**config.mk**
```make
export PLATFORM = sky130hd
export DESIGN_NAME = tribus_arbiter_flat
export DESIGN_NICKNAME = d
export VERILOG_FILES = /design/src/rtl/tribus_arbiter_if.sv /design/src/rtl/tribus_arbiter.sv /design/src/flat_wrapper.sv
export SDC_FILE = /design/constraint.sdc
export NUM_CORES = 1
export LEC_CHECK = 0
export CELL_PAD_IN_SITES_DETAIL_PLACEMENT = 1
export CELL_PAD_IN_SITES_GLOBAL_PLACEMENT = 2
export CORE_MARGIN = 5
export CORE_UTILIZATION = 26
export DETAILED_ROUTE_END_ITERATION = 10
export PLACE_DENSITY = 0.73
export SYNTH_ARGS = -nofsm -noshare
export SYNTH_HDL_FRONTEND = slang
export SYNTH_SLANG_ARGS = --single-unit
```
**constraint.sdc**
```tcl
create_clock -name clk -period 1.76 [get_ports clk]
set_clock_uncertainty 0.15 [all_clocks]
set_input_delay 0.264 -clock clk [delete_from_list [all_inputs] [get_ports clk]]
set_output_delay 0.264 -clock clk [all_outputs]
set_load 0.01 [all_outputs]
```
**src/rtl/tribus_arbiter_if.sv**
```systemverilog
// Bus-side signal bundle for tribus_arbiter: request lines in, owner
// enables and status out. The arbiter uses the master modport, the
// requesting units / driver bank use the slave modport.
interface tribus_arbiter_if #(
   parameter int unsigned N = 4
);
   logic [N-1:0] req;
   logic [N-1:0] grant;
   logic [N-1:0] oe;
   logic         busy;
   logic         preempt;
   logic [2:0]   owner;

   modport master (
      input  req,
      output grant,
      output oe,
      output busy,
      output preempt,
      output owner
   );

   modport slave (
      output req,
      input  grant,
      input  oe,
      input  busy,
      input  preempt,
      input  owner
   );
endinterface

```
**src/rtl/tribus_arbiter.sv**
```systemverilog
// Round-robin owner selection and driver-enable sequencing for a shared
// tristate net. At most one enable is ever high, and every change of
// owner passes through TURN_CYC all-off cycles so the net floats rather
// than contends.
// Optional feature: define TRIBUS_TIMEOUT_EN to force release of an owner
// that has held the bus MAX_HOLD cycles while someone else is waiting.
module tribus_arbiter #(
   parameter int unsigned N        = 4,
   parameter int unsigned TURN_CYC = 1,
   parameter int unsigned MAX_HOLD = 16
) (
   input  logic             clk,
   input  logic             rst_n,
   tribus_arbiter_if.master bus
);

   typedef enum logic [1:0] {
      ST_IDLE  = 2'd0,
      ST_DRIVE = 2'd1,
      ST_TURN  = 2'd2
   } state_e;

   localparam logic [N-1:0] ONE       = N'(1);
   localparam logic [3:0]   TURN_LAST = 4'(TURN_CYC - 1);

   state_e       state_q, state_d;
   logic [N-1:0] grant_q, grant_d;
   logic [2:0]   owner_q, owner_d;
   logic [2:0]   ptr_q, ptr_d;
   logic [3:0]   turn_q, turn_d;
   logic [2:0]   win;
   logic         any_req;
   logic         own_req;
   logic         other_req;
   logic         force_rel;

   // First set request at or above p, wrapping modulo N.
   function automatic logic [2:0] rr_pick(input logic [N-1:0] r, input logic [2:0] p);
      logic [2:0]  w;
      logic        found;
      int unsigned idx;
      w     = '0;
      found = 1'b0;
      for (int unsigned i = 0; i < N; i++) begin
         idx = (32'(p) + i) % N;
         if (!found && (((r >> idx) & ONE) != '0)) begin
            found = 1'b1;
            w     = idx[2:0];
         end
      end
      return w;
   endfunction

   // Request decode; grant_q is one-hot in DRIVE so it doubles as the owner mask.
   always_comb begin
      win       = rr_pick(bus.req, ptr_q);
      any_req   = |bus.req;
      own_req   = |(bus.req & grant_q);
      other_req = |(bus.req & ~grant_q);
   end

`ifdef TRIBUS_TIMEOUT_EN
   localparam logic [7:0] HOLD_LAST = 8'(MAX_HOLD - 1);

   logic [7:0] hold_q, hold_d;
   logic       preempt_q, preempt_d;

   // Hold counter: zero outside a continuing ownership, saturating while held.
   always_comb begin
      hold_d = '0;
      if (state_q == ST_DRIVE && state_d == ST_DRIVE) begin
         hold_d = (hold_q == HOLD_LAST) ? hold_q : hold_q + 8'd1;
      end
      force_rel = (state_q == ST_DRIVE) && (hold_q == HOLD_LAST) && other_req;
      preempt_d = force_rel && own_req;
   end

   // Hold counter and preempt pulse registers.
   always_ff @(posedge clk or negedge rst_n) begin
      if (!rst_n) begin
         hold_q    <= '0;
         preempt_q <= 1'b0;
      end else begin
         hold_q    <= hold_d;
         preempt_q <= preempt_d;
      end
   end

   assign bus.preempt = preempt_q;
`else
   assign force_rel   = 1'b0;
   assign bus.preempt = 1'b0;
`endif

   // Next-state: arbitration, release and turnaround sequencing.
   always_comb begin
      state_d = state_q;
      grant_d = grant_q;
      owner_d = owner_q;
      ptr_d   = ptr_q;
      turn_d  = turn_q;
      case (state_q)
         ST_IDLE: begin
            if (any_req) begin
               state_d = ST_DRIVE;
               grant_d = ONE << win;
               owner_d = win;
            end
         end
         ST_DRIVE: begin
            if (!own_req || force_rel) begin
               state_d = ST_TURN;
               grant_d = '0;
               ptr_d   = (owner_q == 3'(N - 1)) ? 3'd0 : owner_q + 3'd1;
               turn_d  = '0;
            end
         end
         ST_TURN: begin
            if (turn_q == TURN_LAST) begin
               if (any_req) begin
                  state_d = ST_DRIVE;
                  grant_d = ONE << win;
                  owner_d = win;
               end else begin
                  state_d = ST_IDLE;
               end
            end else begin
               turn_d = turn_q + 4'd1;
            end
         end
         default: begin
            state_d = ST_IDLE;
            grant_d = '0;
         end
      endcase
   end

   // State registers; async reset drops every enable immediately.
   always_ff @(posedge clk or negedge rst_n) begin
      if (!rst_n) begin
         state_q <= ST_IDLE;
         grant_q <= '0;
         owner_q <= '0;
         ptr_q   <= '0;
         turn_q  <= '0;
      end else begin
         state_q <= state_d;
         grant_q <= grant_d;
         owner_q <= owner_d;
         ptr_q   <= ptr_d;
         turn_q  <= turn_d;
      end
   end

   assign bus.grant = grant_q;
   assign bus.oe    = grant_q;
   assign bus.busy  = (state_q == ST_DRIVE);
   assign bus.owner = owner_q;

endmodule

```
**src/flat_wrapper.sv**
```systemverilog
// flat-port wrapper written by rule: the top's interface ports become plain ports
module tribus_arbiter_flat 
#(
   parameter int unsigned N        = 4,
   parameter int unsigned TURN_CYC = 1,
   parameter int unsigned MAX_HOLD = 16
)
  (clk, rst_n, bus_req, bus_grant, bus_oe, bus_busy, bus_preempt, bus_owner);
  tribus_arbiter_if #(.N(N)) bus_i ();
  input  logic clk;
  input  logic rst_n;
  input wire logic [$bits(bus_i.req)-1:0] bus_req;
  output wire logic [$bits(bus_i.grant)-1:0] bus_grant;
  output wire logic [$bits(bus_i.oe)-1:0] bus_oe;
  output wire logic [$bits(bus_i.busy)-1:0] bus_busy;
  output wire logic [$bits(bus_i.preempt)-1:0] bus_preempt;
  output wire logic [$bits(bus_i.owner)-1:0] bus_owner;
  assign bus_i.req = bus_req;
  assign bus_grant = bus_i.grant;
  assign bus_oe = bus_i.oe;
  assign bus_busy = bus_i.busy;
  assign bus_preempt = bus_i.preempt;
  assign bus_owner = bus_i.owner;
  tribus_arbiter #(.N(N), .TURN_CYC(TURN_CYC), .MAX_HOLD(MAX_HOLD)) u_core (.clk(clk), .rst_n(rst_n), .bus(bus_i));
endmodule
```
# --- Word-level counts from Yosys, hierarchy flattened ---
# Cells that the tools add are included.
totals:
  ff_bits: 15
  in_bits: 6
  output_inout_bits: 13
classes:
  n_addsub: 5
  eq_ne: 7
  shifts: 5
  n_mux: 22
  n_bitwise: 2
  n_reduce_logical: 17
ops:
  columns: ["cell", "count"]
  rows:
  - ["4-bit two-way mux", 4]
  - ["4-bit by 2-bit >> shifter with 1-bit output", 4]
  - ["3-bit two-way mux", 5]
  - ["4-bit one-hot mux with 3 select lines", 1]
  - ["2-bit two-way mux", 5]
  - ["4-bit one-hot mux with 2 select lines", 1]
  - ["4-bit OR reduction", 2]
  - ["2-bit one-hot mux with 3 select lines", 1]
  - ["3-bit one-hot mux with 2 select lines", 1]
  - ["2-bit AND reduction", 3]
  - ["3-bit AND reduction", 2]
  - ["2-bit by 1-bit adder with 2-bit output, second input constant", 2]
  - ["2-bit adder, second input constant", 2]
  - ["4-bit by 1-bit adder with 4-bit output, second input constant", 1]
  - ["4-bit AND", 1]
  - ["4-bit logical NOT", 1]
  - ["1-bit two-way mux", 4]
  - ["2-bit by 1-bit inequality test with 1-bit output, second input constant", 2]
  - ["2-bit inequality test, second input constant", 2]
  - ["2-bit nonzero test", 2]
  - ["1-bit by 3-bit << shifter with 4-bit output, first input constant", 1]
  - ["3-bit by 2-bit equality test with 1-bit output, second input constant", 1]
  - ["1-bit logical AND", 3]
  - ["1-bit logical NOT", 3]
  - ["4 further kinds", 4]

# --- Depth between registers and ports, before layout ---
# Gate-level depths: netlist of run 1.
depth:
  depth_word: 15
  ltp_mapped: 6
  depth_no_buf: 6

# --- Least setup slack after synthesis of run 1 ---
# Ideal clock, no wire load.
synth_timing:
  kind: "register to register"
  start: "register u_core.turn_q[0]"
  end: "register u_core.owner_q[0], in the netlist u_core.bus.owner[0]"
  setup_ns: 0.125
  arrival_time_ns: 1.565
  required_time_ns: 1.485
  path_slack_ns: -0.079
  path_stages_with_launch: 6
  n_path_buf: 0
  period_less_slack_ns: 1.839
  cell_sequence: "dfrtp_1 inv_1 ha_1 or3b_4 a211oi_2 mux2_2"
synth_via:
  elab_chain_len: 3
synth_lines:
  columns: ["element", "line", "source"]
  rows:
  - ["start: declaration", "tribus_arbiter.sv:30", "logic [3:0] turn_q, turn_d;"]
  - ["start signal: assignment", "tribus_arbiter.sv:151", "turn_q <= turn_d;"]
  - ["4-bit logical NOT", "tribus_arbiter.sv:119", "if (turn_q == TURN_LAST) begin"]
  - ["2-bit by 1-bit inequality test with 1-bit output (no source line)", null, null]
  - ["2-bit AND reduction (no source line)", null, null]
  - ["end signal: assignment", "tribus_arbiter.sv:149", "owner_q <= owner_d;"]
  - ["end: declaration", "tribus_arbiter.sv:28", "logic [2:0] owner_q, owner_d;"]
# No other way between the ends.
# A chain may end at the register's enable or synchronous reset.

# --- Worst setup path in the final report of run 1 ---
# Same ends and word-level chain as after synthesis.

==> results of run 1 <==
synthesized netlist by cell type:
| library cell | number | share of area |
|---|---|---|
| a211oi_2 | 1 | 0.016 |
| a21bo_2 | 1 | 0.013 |
| a21o_2 | 1 | 0.011 |
| a21oi_1 | 2 | 0.013 |
| a22o_2 | 2 | 0.026 |
| a22oi_1 | 2 | 0.019 |
| a311oi_1 | 1 | 0.011 |
| and3_1 | 1 | 0.0080 |
| buf_4 | 6 | 0.058 |
| clkbuf_1 | 1 | 0.0048 |
| conb_1 | 1 | 0.0048 |
| dfrtp_1 | 14 | 0.45 |
| ha_1 | 3 | 0.048 |
| inv_1 | 3 | 0.014 |
| mux2_2 | 3 | 0.043 |
| mux2i_1 | 1 | 0.013 |
| nand2_1 | 6 | 0.029 |
| nand2b_1 | 3 | 0.024 |
| nand3_1 | 3 | 0.019 |
| nand4_1 | 1 | 0.0080 |
| nor2_1 | 5 | 0.024 |
| nor2b_1 | 3 | 0.024 |
| nor3_1 | 1 | 0.0064 |
| nor3b_2 | 1 | 0.016 |
| nor4_1 | 1 | 0.0080 |
| o211a_1 | 1 | 0.013 |
| o21ai_0 | 2 | 0.013 |
| o2bb2ai_1 | 2 | 0.022 |
| or3_1 | 1 | 0.0080 |
| or3b_4 | 1 | 0.014 |
| xor2_1 | 2 | 0.022 |
stage by stage:
| step | instances | setup TNS (ns) |
|---|---|---|
| 2_1_floorplan | 77 | -0.0848 |
| 3_3_place_gp | 134 | -2.24 |
| 3_5_place_dp | 134 | -2.49 |
| 4_1_cts | 141 | -0.941 |
| 5_1_grt | 142 | -1.14 |
| 6_report | 142 | -0.576 |
critical path, stage by stage, from the launching register on:
cell and delay (ns):
dfrtp_1 0.40, inv_2 0.09, ha_4 0.12, or3b_4 0.39, a211oi_4 0.21, buf_4 0.15
mux2_4 0.29
sequential cells by signal, summed over array words and instances, names as in the netlist:
signal / cells
u_core.bus.grant: 4
u_core.bus.owner: 2
u_core.ptr_q: 2
u_core.state_q: 2
u_core.turn_q: 4
logic make-up after synthesis:
logic type	count (synthesis)	synth area share
mux	4	0.0559
xor+xnor	2	0.0224
buf+inv	10	0.0767
flops	14	0.447
fa+ha+maj	3	0.0479
compound gates	15	0.157
simple gates	27	0.189
other cells	1	0.00479
area by class of cell:
class,count,area (sq um),share of cell area
clock buffers,3,22.5,0.0194
inverters,3,11.3,0.00971
multi-input cells,53,425,0.367
flip-flops and latches,14,350,0.302
well taps,33,41.3,0.0356
repair buffers,36,309,0.266
layer usage:
metal	wire, um	GRT usage	vias up
met2	1100	0.192	14
met3	98	0.0260	4
met4	24	0.0528	0
li1	-	-	326
met5	0	0	-
met1	836	0.122	342
worst max path at each step:
stage | slack, ns | endpoint | depth (start not counted) | startpoint
2_1_floorplan | -0.03 | u_core.bus.owner[0] | 5 | u_core.turn_q[0]
3_3_place_gp | -0.24 | u_core.bus.grant[3] | 6 | bus_req[1]
3_5_place_dp | -0.26 | u_core.bus.grant[2] | 5 | bus_req[1]
4_1_cts | -0.19 | u_core.bus.owner[0] | 6 | u_core.turn_q[1]
5_1_grt | -0.22 | u_core.bus.owner[0] | 6 | u_core.turn_q[1]
6_report | -0.15 | u_core.bus.owner[0] | 6 | u_core.turn_q[0]
power by group through the flow:
| stage | registers [uW] | logic (uW) | clock network, uW |
|---|---|---|---|
| global placement | 550 | 783 | 0 |
| floorplan | 553 | 434 | 0 |
| detailed placement | 557 | 790 | 0 |
| finish | 543 | 866 | 180 |
| global route | 563 | 947 | 202 |
| CTS | 542 | 847 | 190 |
repair_timing:
action,4_1_cts,5_1_grt
gates resized for setup,8,6
setup endpoints to repair,9,11
setup buffers,4,1
hold endpoints to repair,0,0
pin swaps,5,5
==> flow_summary.ini, run 1 <==
[setup_path]
reg2reg_slack_ns = -0.15
end_kind = flop
reg2reg_depth = 6
r2r_end = u_core.bus.owner[0]
worstPathArrival_ns = 1.93
cp-start-kind = flop
worstPathMaxFanout = 2
path_class = flop to flop
r2r_start = u_core.turn_q[0]
required_ns = 1.78

[timing]
period_needed_ns = 1.91
slew_violations = 0
min_period_over_period = 1.09
timing.final.ws_setup_ns = -0.152
finalHoldViolations = 0
holdWs_ns = 0.149
fmax_mhz = 523
worst_pin_slew_ns = 0.566
relSlewSlack = 0.620
final-setup-viol-count = 6
rsz0062_at_grt = true

[global_route]
first_global_vias = 754
gr-total-overflow = 0
antenna_found_initial = 0
grt_max_degree = 15
grt_util_all_layers = 0.109
grt_pass1_wl_um = 3510

[power_and_ir_drop]
design_power_total_uw = 1590
swShare = 0.360
vdd_drop_max_v = 0.000341
pwr-share-clk = 0.113
p_leak_uw = 0.000552
power_density_mw_per_mm2 = 1370
cellInternalPower_uw = 1020
seqPwrFrac = 0.342
power_switching_uw = 572
comb_power_share = 0.545

[floorplanning]
initial_core_util = 0.263
ioPinCount = 19
die_h_um = 64.9
die_area_sq_mm = 0.00421
rows = 20
die_width_um = 64.9
core_area_sq_mm = 0.00298

[cts]
clk_pin_slew_ns = 0.08
cts.sinks = 14
cts_hold_buf = 0
root_buffer = clkbuf_4
cts_buffers = 3
cts_tree = done
clock_latency_ns = 0.28
htree_levels = 1
cts.path.max_buffers = 2

[placed_design]
dp_hpwl_um = 1550
portBuffers = 16
place_congestion = 0.846
preCtsSetupSlack_ns = -0.258
placed_area_sq_mm = 0.00105

[cells_and_area]
nets = 120
most-common-layout-cells = buf_4, clkdlybuf4s50_1, dfrtp_1, nor2_1, nand2_1
fin_util = 0.389
diodes = 0
drive_gt1_frac = 0.367
syn2layout_area_growth_pct = 48.1
fin_area_sq_mm = 0.00116
fillers = 347
final_common_cell = buf_4

[yosys]
yosys_warnings = 0
yosysSeqAreaShare = 0.447
synth-seq-cells = 14
ys_types = 31
synthesis.area_sq_um = 783
syn_inst = 76
syn_avg_cell_area_sq_um = 10.3

[detailed_routing]
wl_per_cell_um = 14.5
firstDrtPassIters = 3
vias_per_cell = 4.83
drt_iter0_drc = 28
vias = 686
routed_wl_um = 2060
drcViolationCount = 0
ant_nets = 0

[run_status]
failed_checks = setup timing
outcome = complete, but fails checks

[hold_path]
hold_path_class = primary input to asynchronous set/reset pin

[job]
max-cap-violations = 0
No activity file was read; power rests on OpenSTA's default activity.
==> run 2: changes to the inputs <==
--- a/config.mk
+++ b/config.mk
@@ -11,6 +11,7 @@
 export CORE_UTILIZATION = 26
 export DETAILED_ROUTE_END_ITERATION = 10
 export PLACE_DENSITY = 0.73
+export SKIP_CTS_REPAIR_TIMING = 1
 export SYNTH_ARGS = -nofsm -noshare
 export SYNTH_HDL_FRONTEND = slang
 export SYNTH_SLANG_ARGS = --single-unit
==> flow_summary.ini, run 2 (same netlist as run 1, synthesis figures left out) <==
[timing]
timing.final.ws_setup_ns = -0.182
relSlewSlack = 0.621
tns_ns = -0.710
period_needed_ns = 1.94
final-setup-viol-count = 6
fmax_mhz = 515
slew_violations = 0
holdWs_ns = 0.150
rsz0062_at_grt = true
worst_pin_slew_ns = 0.564
finalHoldViolations = 0
min_period_over_period = 1.10

[floorplanning]
initial_core_util = 0.263
core_area_sq_mm = 0.00298
ioPinCount = 19
die_h_um = 64.9
rows = 20
die_area_sq_mm = 0.00421
die_width_um = 64.9

[power_and_ir_drop]
power_density_mw_per_mm2 = 1390
design_power_total_uw = 1620
p_leak_uw = 0.000567
vdd_drop_max_v = 0.000497

[detailed_routing]
ant_nets = 0
drt_iter0_drc = 22
vias = 682
routed_wl_um = 2020
vias_per_cell = 4.80
drcViolationCount = 0
firstDrtPassIters = 3
wl_per_cell_um = 14.2

[cts]
htree_levels = 1
root_buffer = clkbuf_4
cts_buffers = 3
cts_tree = done
clk_pin_slew_ns = 0.08
cts.sinks = 14
cts.path.max_buffers = 2
clock_latency_ns = 0.28

[global_route]
antenna_found_initial = 0
first_global_vias = 724
grt_max_degree = 15
grt_pass1_wl_um = 3360
grt_util_all_layers = 0.104
gr-total-overflow = 0

[cells_and_area]
nets = 120
syn2layout_area_growth_pct = 49.5
stdcell_count = 142
drive_gt1_frac = 0.394
final_common_cell = buf_4
fillers = 343
most-common-layout-cells = buf_4, clkdlybuf4s50_1, dfrtp_1, nor2_1, nand2_1
diodes = 0

[setup_path]
crit_slowest_cell = dfrtp_1
cp-start-kind = flop
crit_chain = inv_2 > ha_4 > or3b_4 > a211oi_4 > buf_4 > mux2_4
crit_family = flip-flops
cp_slowest_stage_delay_ns = 0.39
required_ns = 1.78
worstPathArrival_ns = 1.96
end_kind = flop
worst-path-buf-inv = 2
worstPathMaxFanout = 3
path_class = flop to flop

[placed_design]
preCtsSetupSlack_ns = -0.258
portBuffers = 16
placed_cells = 134
place_congestion = 0.846
dp_hpwl_um = 1550

[hold_path]
hold_path_class = primary input to asynchronous set/reset pin

[job]
max-cap-violations = 0

[run_status]
outcome = complete, but fails checks
failed_checks = setup timing
## run 2: routing by layer
layer	vias to the layer above	global-route usage	routed length, um
met5	-	0	0
met4	0	0.0528	24
met3	4	0.0260	98
met2	14	0.181	1040
met1	338	0.117	854
li1	326	-	-
## run 2: power by group
group / total (uW) / internal, uW / switching [uW]
sequential: 546 / 433 / 114
combinational: 899 / 534 / 364
clock: 178 / 79.4 / 98.8
total: 1620 / 1050 / 577
## run 2: worst paths after layout
kind | start | endpoint | slack, ns | cells past startpoint
min in group clk | u_core.bus.owner[1] | u_core.bus.owner[1] | 0.38 | 1
max in group asynchronous | rst_n | u_core.state_q[1] | 1.12 | 2
worst min-delay path | rst_n | u_core.bus.grant[0] | 0.15 | 2
worst min register to register | u_core.bus.owner[1] | u_core.bus.owner[1] | 0.38 | 1
worst max-delay path | u_core.turn_q[0] | u_core.bus.owner[0] | -0.18 | 6
worst max register to register | u_core.turn_q[0] | u_core.bus.owner[0] | -0.18 | 6
## run 2: through the flow
| stage | utilization | area (sq um) |
|---|---|---|
| final | 0.393 | 1170 |
| after global routing | 0.393 | 1170 |
| after CTS | 0.361 | 1070 |
| after detailed placement | 0.353 | 1050 |
| after global placement | 0.353 | 1050 |
| after floorplan | - | 787 |
## run 2: cell type report
type / count / area [sq um] / share of cell area
sequential: 14 / 353 / 0.301
multi-input combinational: 53 / 430 / 0.368
clock buffer: 3 / 22.5 / 0.0192
tap: 33 / 41.3 / 0.0353
inverter: 3 / 11.3 / 0.00962
timing repair buffer: 36 / 313 / 0.267
==> run 3: changes to the inputs <==
--- a/config.mk
+++ b/config.mk
@@ -9,8 +9,10 @@
 export CELL_PAD_IN_SITES_GLOBAL_PLACEMENT = 2
 export CORE_MARGIN = 5
 export CORE_UTILIZATION = 26
+export CTS_CLUSTER_SIZE = 30
 export DETAILED_ROUTE_END_ITERATION = 10
 export PLACE_DENSITY = 0.73
+export REMOVE_ABC_BUFFERS = 1
 export SKIP_CTS_REPAIR_TIMING = 1
 export SYNTH_ARGS = -nofsm -noshare
 export SYNTH_HDL_FRONTEND = slang
==> flow_summary.ini, run 3 (same netlist as run 1, synthesis figures left out) <==
[run_status]
outcome = complete, but fails checks
failed_checks = setup timing

[global_route]
busiest_layer = met2
first_global_vias = 754
grt_pass1_wl_um = 3460
gr-total-overflow = 0
grt_util_all_layers = 0.106
grt_max_degree = 15
gr-usage-met3 = 0.0416
met1_usage = 0.131
use_met2 = 0.176
antenna_found_initial = 0

[cts]
cts.sinks = 14
cts_tree = done
cts_buffers = 3
htree_levels = 1
clk_pin_slew_ns = 0.10
clock_latency_ns = 0.29
cts.path.max_buffers = 2
root_buffer = clkbuf_4

[detailed_routing]
firstDrtPassIters = 4
vias_per_cell = 4.94
routed_wl_um = 2160
ant_nets = 0
drcViolationCount = 0
vias = 711
drt_iter0_drc = 11
wl_per_cell_um = 15.0

[setup_path]
required_ns = 1.79
worstPathArrival_ns = 2.03
crit_family = flip-flops
end_kind = flop
path_class = flop to flop
worst-path-buf-inv = 2
cp-start-kind = flop
crit_chain = inv_2 > ha_4 > or3b_4 > a211oi_4 > buf_4 > mux2_4
crit_slowest_cell = dfrtp_1
cp_slowest_stage_delay_ns = 0.40
worstPathMaxFanout = 3

[floorplanning]
die_width_um = 64.9
initial_core_util = 0.263
core_area_sq_mm = 0.00298
rows = 20
ioPinCount = 19
die_h_um = 64.9
die_area_sq_mm = 0.00421

[timing]
timing.final.ws_setup_ns = -0.240
fmax_mhz = 500
rsz0062_at_grt = true
final-setup-viol-count = 6
slew_violations = 0
holdWs_ns = 0.128
finalHoldViolations = 0
period_needed_ns = 2.00
min_period_over_period = 1.14

[placed_design]
portBuffers = 16
dp_hpwl_um = 1530
preCtsSetupSlack_ns = -0.246
place_congestion = 0.859
placed_cells = 135

[cells_and_area]
drive_gt1_frac = 0.432
nets = 121
most-common-layout-cells = buf_4, clkdlybuf4s50_1, dfrtp_1, nor2_1, nand2_1
stdcell_count = 144
fillers = 335
final_common_cell = buf_4
diodes = 0
syn2layout_area_growth_pct = 56.2

[power_and_ir_drop]
vdd_drop_max_v = 0.000549
p_leak_uw = 0.000591
power_density_mw_per_mm2 = 1450

[job]
max-cap-violations = 0

[hold_path]
hold_path_class = primary input to asynchronous set/reset pin
==> run 3: path summary, 6_finish.rpt <==
check	startpoint	to	slack [ns]	depth (start not counted)
max	u_core.turn_q[1]	u_core.bus.owner[0]	-0.24	6
min	rst_n	u_core.turn_q[3]	0.13	2
max reg2reg	u_core.turn_q[1]	u_core.bus.owner[0]	-0.24	6
min reg2reg	u_core.bus.owner[1]	u_core.bus.owner[1]	0.38	1
max in group asynchronous	rst_n	u_core.state_q[0]	1.14	2
min in group clk	u_core.bus.owner[1]	u_core.bus.owner[1]	0.38	1
==> run 3: cell type report <==
type,instances,area [sq um],share of cell area
timing repair buffer,37,320,0.262
tap,33,41.3,0.0337
clock buffer,4,36.3,0.0297
sequential,14,352,0.287
inverter,3,11.3,0.00920
multi-input combinational,53,463,0.378
==> run 3: report_power, final <==
group	internal, uW	switching, uW	leakage (uW)	total (uW)
clock	126	119	0.0000210	245
sequential	431	120	0.000181	551
combinational	564	411	0.000389	975
total	1120	650	0.000591	1770
==> run 3: through the flow <==
stage	TNS, ns	power (uW)	utilization	instance area, sq um
finish	-1.02	1770	0.411	1220
global route	-1.69	1900	0.411	1220
CTS	-1.47	1610	0.368	1100
detailed placement	-2.33	1360	0.356	1060
global placement	-2.26	1350	0.356	1060
floorplan	-0.249	927	-	738
==> run 3: routing by layer <==
| metal | up-vias | routed length, um | part of all wire |
|---|---|---|---|
| li1 | 329 | - | - |
| met1 | 361 | 873 | 0.40 |
| met2 | 19 | 1170 | 0.54 |
| met3 | 2 | 114 | 0.053 |
| met4 | 0 | 4 | 0.0019 |
| met5 | - | 0 | 0 |
